`config.mk`:
```
export PLATFORM = sky130hd
export DESIGN_NAME = writeback_stage
export DESIGN_NICKNAME = d
export VERILOG_FILES = /design/src/rtl/writeback_stage.sv
export SDC_FILE = /design/constraint.sdc
export NUM_CORES = 1
export LEC_CHECK = 0
export BUFFER_PORTS_ARGS = -buffer_cell sky130_fd_sc_hd__buf_2
export CORE_MARGIN = 5
export CORE_UTILIZATION = 40
export DETAILED_ROUTE_END_ITERATION = 8
export PLACE_DENSITY = 0.75
export SETUP_SLACK_MARGIN = 0.2
export SKIP_CTS_REPAIR_TIMING = 1
export SKIP_LAST_GASP = 1
export SYNTH_ARGS = -nofsm -noshare
export SYNTH_HDL_FRONTEND = slang
export SYNTH_SLANG_ARGS = --single-unit
```
`constraint.sdc`:
```
create_clock -name clk -period 3.9 [get_ports clk]
set_clock_uncertainty 0.2 [all_clocks]
set_input_delay 0.585 -clock clk [delete_from_list [all_inputs] [get_ports clk]]
set_output_delay 0.585 -clock clk [all_outputs]
set_load 0.01 [all_outputs]
```
`src/rtl/writeback_stage.sv`:
```
// writeback_stage: final rv32i pipeline stage.
// It accepts completed instructions and waits for load responses.
// It aligns and extends load data and drives the register file write
// port from flops. It also counts the register file writes it issues.
//
// Handshake: an instruction transfers on a rising edge where
// mem_valid && mem_ready are both high. mem_ready is a flop, so the
// stage commits to accepting one cycle ahead. mem_valid/mem_rd/... must
// be held stable while mem_valid is high and mem_ready is low.
module writeback_stage #(
  parameter int CNT_W = 32
) (
  input  logic             clk,
  input  logic             rst_n,
  input  logic             mem_valid,
  output logic             mem_ready,
  input  logic [4:0]       mem_rd,
  input  logic [31:0]      mem_result,
  input  logic             mem_reg_write,
  input  logic             mem_is_load,
  input  logic [2:0]       mem_funct3,
  input  logic             dmem_rvalid,
  input  logic [31:0]      dmem_rdata,
  output logic             rf_we,
  output logic [4:0]       rf_waddr,
  output logic [31:0]      rf_wdata,
  output logic             load_err,
  output logic             spurious_rvalid,
  output logic [CNT_W-1:0] wb_count,
  output logic [1:0]       dbg_state
);

  typedef enum logic [1:0] {
    RESET_HOLD = 2'd0,
    IDLE       = 2'd1,
    WAIT_LOAD  = 2'd2
  } state_e;

  state_e           state_q, state_d;
  logic             mem_ready_q, mem_ready_d;
  logic             rf_we_q, rf_we_d;
  logic [4:0]       rf_waddr_q, rf_waddr_d;
  logic [31:0]      rf_wdata_q, rf_wdata_d;
  logic             load_err_q, load_err_d;
  logic             spurious_q, spurious_d;
  logic [CNT_W-1:0] count_q, count_d;
  // Load context captured at acceptance, used when the response arrives.
  logic [4:0]       ld_rd_q, ld_rd_d;
  logic             ld_we_q, ld_we_d;
  logic [2:0]       ld_f3_q, ld_f3_d;
  logic [1:0]       ld_off_q, ld_off_d;

  logic [7:0]       ld_byte;
  logic [15:0]      ld_half;
  logic [31:0]      ld_data;
  logic             ld_bad;

  // Select the addressed byte/halfword and apply sign or zero extension.
  always_comb begin
    ld_byte = 8'h00;
    case (ld_off_q)
      2'd0:    ld_byte = dmem_rdata[7:0];
      2'd1:    ld_byte = dmem_rdata[15:8];
      2'd2:    ld_byte = dmem_rdata[23:16];
      default: ld_byte = dmem_rdata[31:24];
    endcase
    ld_half = ld_off_q[1] ? dmem_rdata[31:16] : dmem_rdata[15:0];
    ld_data = 32'h0;
    ld_bad  = 1'b0;
    case (ld_f3_q)
      3'b000: ld_data = {{24{ld_byte[7]}}, ld_byte};
      3'b001: begin
        ld_data = {{16{ld_half[15]}}, ld_half};
        ld_bad  = ld_off_q[0];
      end
      3'b010: begin
        ld_data = dmem_rdata;
        ld_bad  = (ld_off_q != 2'd0);
      end
      3'b100: ld_data = {24'h0, ld_byte};
      3'b101: begin
        ld_data = {16'h0, ld_half};
        ld_bad  = ld_off_q[0];
      end
      default: ld_bad = 1'b1;
    endcase
  end

  // Next-state and next-output logic for the writeback FSM.
  always_comb begin
    state_d    = state_q;
    rf_we_d    = 1'b0;
    rf_waddr_d = rf_waddr_q;
    rf_wdata_d = rf_wdata_q;
    load_err_d = 1'b0;
    spurious_d = spurious_q;
    ld_rd_d    = ld_rd_q;
    ld_we_d    = ld_we_q;
    ld_f3_d    = ld_f3_q;
    ld_off_d   = ld_off_q;
    case (state_q)
      RESET_HOLD: begin
        state_d = IDLE;
        if (dmem_rvalid) spurious_d = 1'b1;
      end
      IDLE: begin
        if (dmem_rvalid) spurious_d = 1'b1;
        if (mem_valid && mem_ready_q) begin
          if (mem_is_load) begin
            ld_rd_d  = mem_rd;
            ld_we_d  = mem_reg_write;
            ld_f3_d  = mem_funct3;
            ld_off_d = mem_result[1:0];
            state_d  = WAIT_LOAD;
          end else begin
            rf_we_d = mem_reg_write && (mem_rd != 5'd0);
            if (rf_we_d) begin
              rf_waddr_d = mem_rd;
              rf_wdata_d = mem_result;
            end
          end
        end
      end
      WAIT_LOAD: begin
        if (dmem_rvalid) begin
          state_d = IDLE;
          if (ld_bad) begin
            load_err_d = 1'b1;
          end else begin
            rf_we_d = ld_we_q && (ld_rd_q != 5'd0);
            if (rf_we_d) begin
              rf_waddr_d = ld_rd_q;
              rf_wdata_d = ld_data;
            end
          end
        end
      end
      default: state_d = IDLE;
    endcase
    mem_ready_d = (state_d == IDLE);
    count_d     = count_q + {{(CNT_W-1){1'b0}}, rf_we_d};
  end

  // State and output registers; reset drops any pending load.
  always_ff @(posedge clk or negedge rst_n) begin
    if (!rst_n) begin
      state_q     <= RESET_HOLD;
      mem_ready_q <= 1'b0;
      rf_we_q     <= 1'b0;
      rf_waddr_q  <= 5'd0;
      rf_wdata_q  <= 32'h0;
      load_err_q  <= 1'b0;
      spurious_q  <= 1'b0;
      count_q     <= '0;
      ld_rd_q     <= 5'd0;
      ld_we_q     <= 1'b0;
      ld_f3_q     <= 3'd0;
      ld_off_q    <= 2'd0;
    end else begin
      state_q     <= state_d;
      mem_ready_q <= mem_ready_d;
      rf_we_q     <= rf_we_d;
      rf_waddr_q  <= rf_waddr_d;
      rf_wdata_q  <= rf_wdata_d;
      load_err_q  <= load_err_d;
      spurious_q  <= spurious_d;
      count_q     <= count_d;
      ld_rd_q     <= ld_rd_d;
      ld_we_q     <= ld_we_d;
      ld_f3_q     <= ld_f3_d;
      ld_off_q    <= ld_off_d;
    end
  end

  assign mem_ready       = mem_ready_q;
  assign rf_we           = rf_we_q;
  assign rf_waddr        = rf_waddr_q;
  assign rf_wdata        = rf_wdata_q;
  assign load_err        = load_err_q;
  assign spurious_rvalid = spurious_q;
  assign wb_count        = count_q;
  assign dbg_state       = state_q;

endmodule

```
==> qor.txt <==
CELLS AND AREA
--------------------------------------------------------------------------------
Commonest cells after routing, fill and taps aside                  151 x sky130_fd_sc_hd__buf_2, 86 x sky130_fd_sc_hd__dfrtp_1, 23 x sky130_fd_sc_hd__xnor2_1, 23 x sky130_fd_sc_hd__mux2_2, 20 x sky130_fd_sc_hd__nor2_1
Final #Nets                                                                  613
Growth of design area from synthesis to finish                             24.7%
Fraction of layout cells with a size suffix above 1                        41.7%
Inserted Diodes                                                                0
Cell area after layout                                                5710 sq um
Most common library cell in the layout ignoring fill and taps       sky130_fd_sc_hd__buf_2

CLOCK TREE
--------------------------------------------------------------------------------
Clock network latency to the later pin of the worst-skew pair            0.34 ns
Sinks on Clock Net                                                            86
Clock tree from TritonCTS                                                    yes
Number of buffers on the longest clock path                                    2
Cell at the root of the clock tree                                  sky130_fd_sc_hd__clkbuf_16
TritonCTS Buffers                                                              9
Clock slew at reported path FFs                                          0.07 ns
# H-tree levels                                                                3

HOLD PATH
--------------------------------------------------------------------------------
Path category of the worst min-delay check                           in -> async

PLACE
--------------------------------------------------------------------------------
Setup Slack @ Placement                                                 0.790 ns
Number of buffer cells added on primary ports                                152
Placed instance area                                                  5430 sq um
HPWL after DPL                                                           9340 um
Global placement routability congestion                                    0.846

DETAILED ROUTING
--------------------------------------------------------------------------------
First-pass DRT Iterations                                                      4
Antenna-violating nets left                                                    0
DRC marker count from the first detailed-route iteration                     207
Routed wire length                                                     12,500 um
DR WL/cell                                                               18.4 um
Number of vias after detailed routing                                      3,643
Post-route DRC violation count                                                 0
Per-cell via count in the routed design                                     5.37

POWER
--------------------------------------------------------------------------------
Worst-case vdd ir drop                                                    282 uV
Gate power share                                                           42.6%
Psw                                                                    0.00141 W
Internal power consumption                                             0.00249 W
Leakage Power                                                            2.77 nW
Clock power share                                                          21.3%
Share of total power consumed by net switching                             36.2%
Power per Cell Area                                                  683 nW/um^2
Sequential share of power                                                  36.1%

TIMING
--------------------------------------------------------------------------------
Worst slew margin relative to its limit                                    27.4%
Max-slew violation count                                                       0
Highest attainable clock frequency                                       332 MHz
Final setup violation count                                                    0
Worst Tran Pin Value                                                     1.09 ns
Shortest period the worst path allows                                    3.01 ns
Fin. Hold Viols                                                                0
RSZ-0062 raised after global routing                                          no
Final cycle utilization of the critical path                               77.3%
Final sum of negative setup slack                                           0 ns
Final worst slack                                                       0.887 ns

DIE
--------------------------------------------------------------------------------
Die height                                                                117 um
Placement Rows                                                                39
Core Area                                                           11,300 sq um
I/O Pins                                                                     153
Total die area                                                      13,700 sq um
Die width                                                                 117 um
Starting density of the core                                               40.5%

LOGIC SYNTHESIS
--------------------------------------------------------------------------------
Top_reg_cell synth                                                  sky130_fd_sc_hd__dfrtp_1
Unique cell type count in the Yosys netlist                                   53
Cells after synthesis                                                        384
Avg Cell Area, Syn                                                    11.9 sq um
Number of nets produced by synthesis                                         467
Post-synth design cell area                                           4580 sq um
Seq/Total Area, Yosys                                                      47.0%
Post-synth ARST share                                                       100%
Synth Warn #                                                                   0
Count of state elements after synthesis                                       86
Number of flops mapped to enable cells by yosys                                0

SETUP PATH
--------------------------------------------------------------------------------
Critical-path cell list                                             nor4_4 -> nor2_1 -> nor2_1 -> a32oi_1 -> nor2b_1 -> ha_1 -> ha_1 -> nand3_1 -> nor3_2 -> nand3_1 -> xnor2_1
Type of the worst setup path                                          reg -> reg
Sort of element at the end of the critical path                         register
Data arrival, critical path                                              3.03 ns
WP depth                                                                      11
Crit-path max FO                                                              12
Required time of the critical path                                       3.92 ns
Slowest Stage Delay on Critical Path                                     0.52 ns
Crit start category                                                     register
CP bufs+invs                                                                   0
Cell family with most CP delay                                      simple AND/OR/NAND/NOR gates
Worst path slowest cell                                             sky130_fd_sc_hd__dfrtp_1
Count of cells along the worst register-to-register path                      11

STATUS
--------------------------------------------------------------------------------
Run status                                                          finished clean

GLOBAL ROUTING
--------------------------------------------------------------------------------
Vias in the first global route                                             3,735
Number of antenna violations at the first check in global routing              0
GRT overflow                                                                   0
Pin count of the biggest net entering global routing                          87
Global-route usage over all layers                                         17.9%
First-pass GRT wire length                                             19,100 um

FLOW RUN
--------------------------------------------------------------------------------
Number of max-capacitance violations reported                                  0

## logic make-up after synthesis
group	share of synthesized area (%)
AND/OR/NAND/NOR	11.8
flip-flops	47.0
AO/OA/AOI/OAI	12.8
multiplexers	17.6
buffers and inverters	3.71
XOR/XNOR	5.74
adder cells (fa/ha/maj)	1.37
## path summary, 6_finish.rpt
kind,start,to,slack (ns)
worst max-delay path,ld_f3_q[0],wb_count[30],0.89
worst min-delay path,rst_n,rf_wdata[25],0.24
worst max register to register,ld_f3_q[0],wb_count[30],0.89
worst min register to register,spurious_rvalid,spurious_rvalid,0.27
max in group asynchronous,rst_n,dbg_state[0],2.54
min in group clk,spurious_rvalid,spurious_rvalid,0.27
## per-layer routing
metal | GRT usage, % | up-vias | part of all wire [%]
li1 | - | 1718 | -
met1 | 23.4 | 1761 | 43
met2 | 29.0 | 147 | 47
met3 | 4.16 | 17 | 8.1
met4 | 6.73 | 0 | 2.0
met5 | 0 | - | 0
## per-stage QoR
step	utilization [%]	total power, W	std cells	hold slack, ns
2_1_floorplan	-	0.00259	384	0.0894
3_3_place_gp	47.9	0.00305	662	0.249
3_5_place_dp	47.9	0.00310	662	0.247
4_1_cts	50.5	0.00394	678	0.262
5_1_grt	50.5	0.00415	678	0.267
6_report	50.5	0.00390	678	0.239
## flip-flops by register name, summed over array words and instances (netlist names)
register / cells
dbg_state: 2
ld_rd_q: 5
ld_off_q: 2
mem_ready: 1
rf_wdata: 32
ld_we_q: 1
load_err: 1
rf_we: 1
spurious_rvalid: 1
wb_count: 32
ld_f3_q: 3
rf_waddr: 5
## cell usage after synthesis (all sizes together) (7+ instances only)
cell type | number | area [sq um]
nand3 | 14 | 70.1
dfrtp | 86 | 2150
xnor2 | 23 | 201
inv | 10 | 37.5
buf | 13 | 98.8
clkbuf | 9 | 33.8
o21ai | 9 | 48.8
nor2 | 21 | 81.3
nand2 | 16 | 60.1
mux2 | 52 | 653
a221o | 16 | 160
a211oi | 8 | 60.1
mux2i | 15 | 154
nand4 | 10 | 62.6
xor2 | 7 | 61.3
o2bb2ai | 12 | 105
## power by group through the flow
stage / registers, W / clock network, W / logic [W]
2_1_floorplan: 0.00146 / 0 / 0.00113
3_3_place_gp: 0.00140 / 0 / 0.00165
3_5_place_dp: 0.00142 / 0 / 0.00168
4_1_cts: 0.00141 / 0.000850 / 0.00169
5_1_grt: 0.00145 / 0.000891 / 0.00181
6_report: 0.00141 / 0.000831 / 0.00166
## final cells by class
cell class / instances / area, sq um
flip-flops and latches: 86 / 2150
multi-input cells: 266 / 2260
repair buffers: 157 / 801
clock inverters: 6 / 45.0
inverters: 10 / 37.5
well taps: 143 / 179
clock buffers: 10 / 239
fillers: 1017 / 5610
Note: power is estimated with default switching activity, not from simulation.
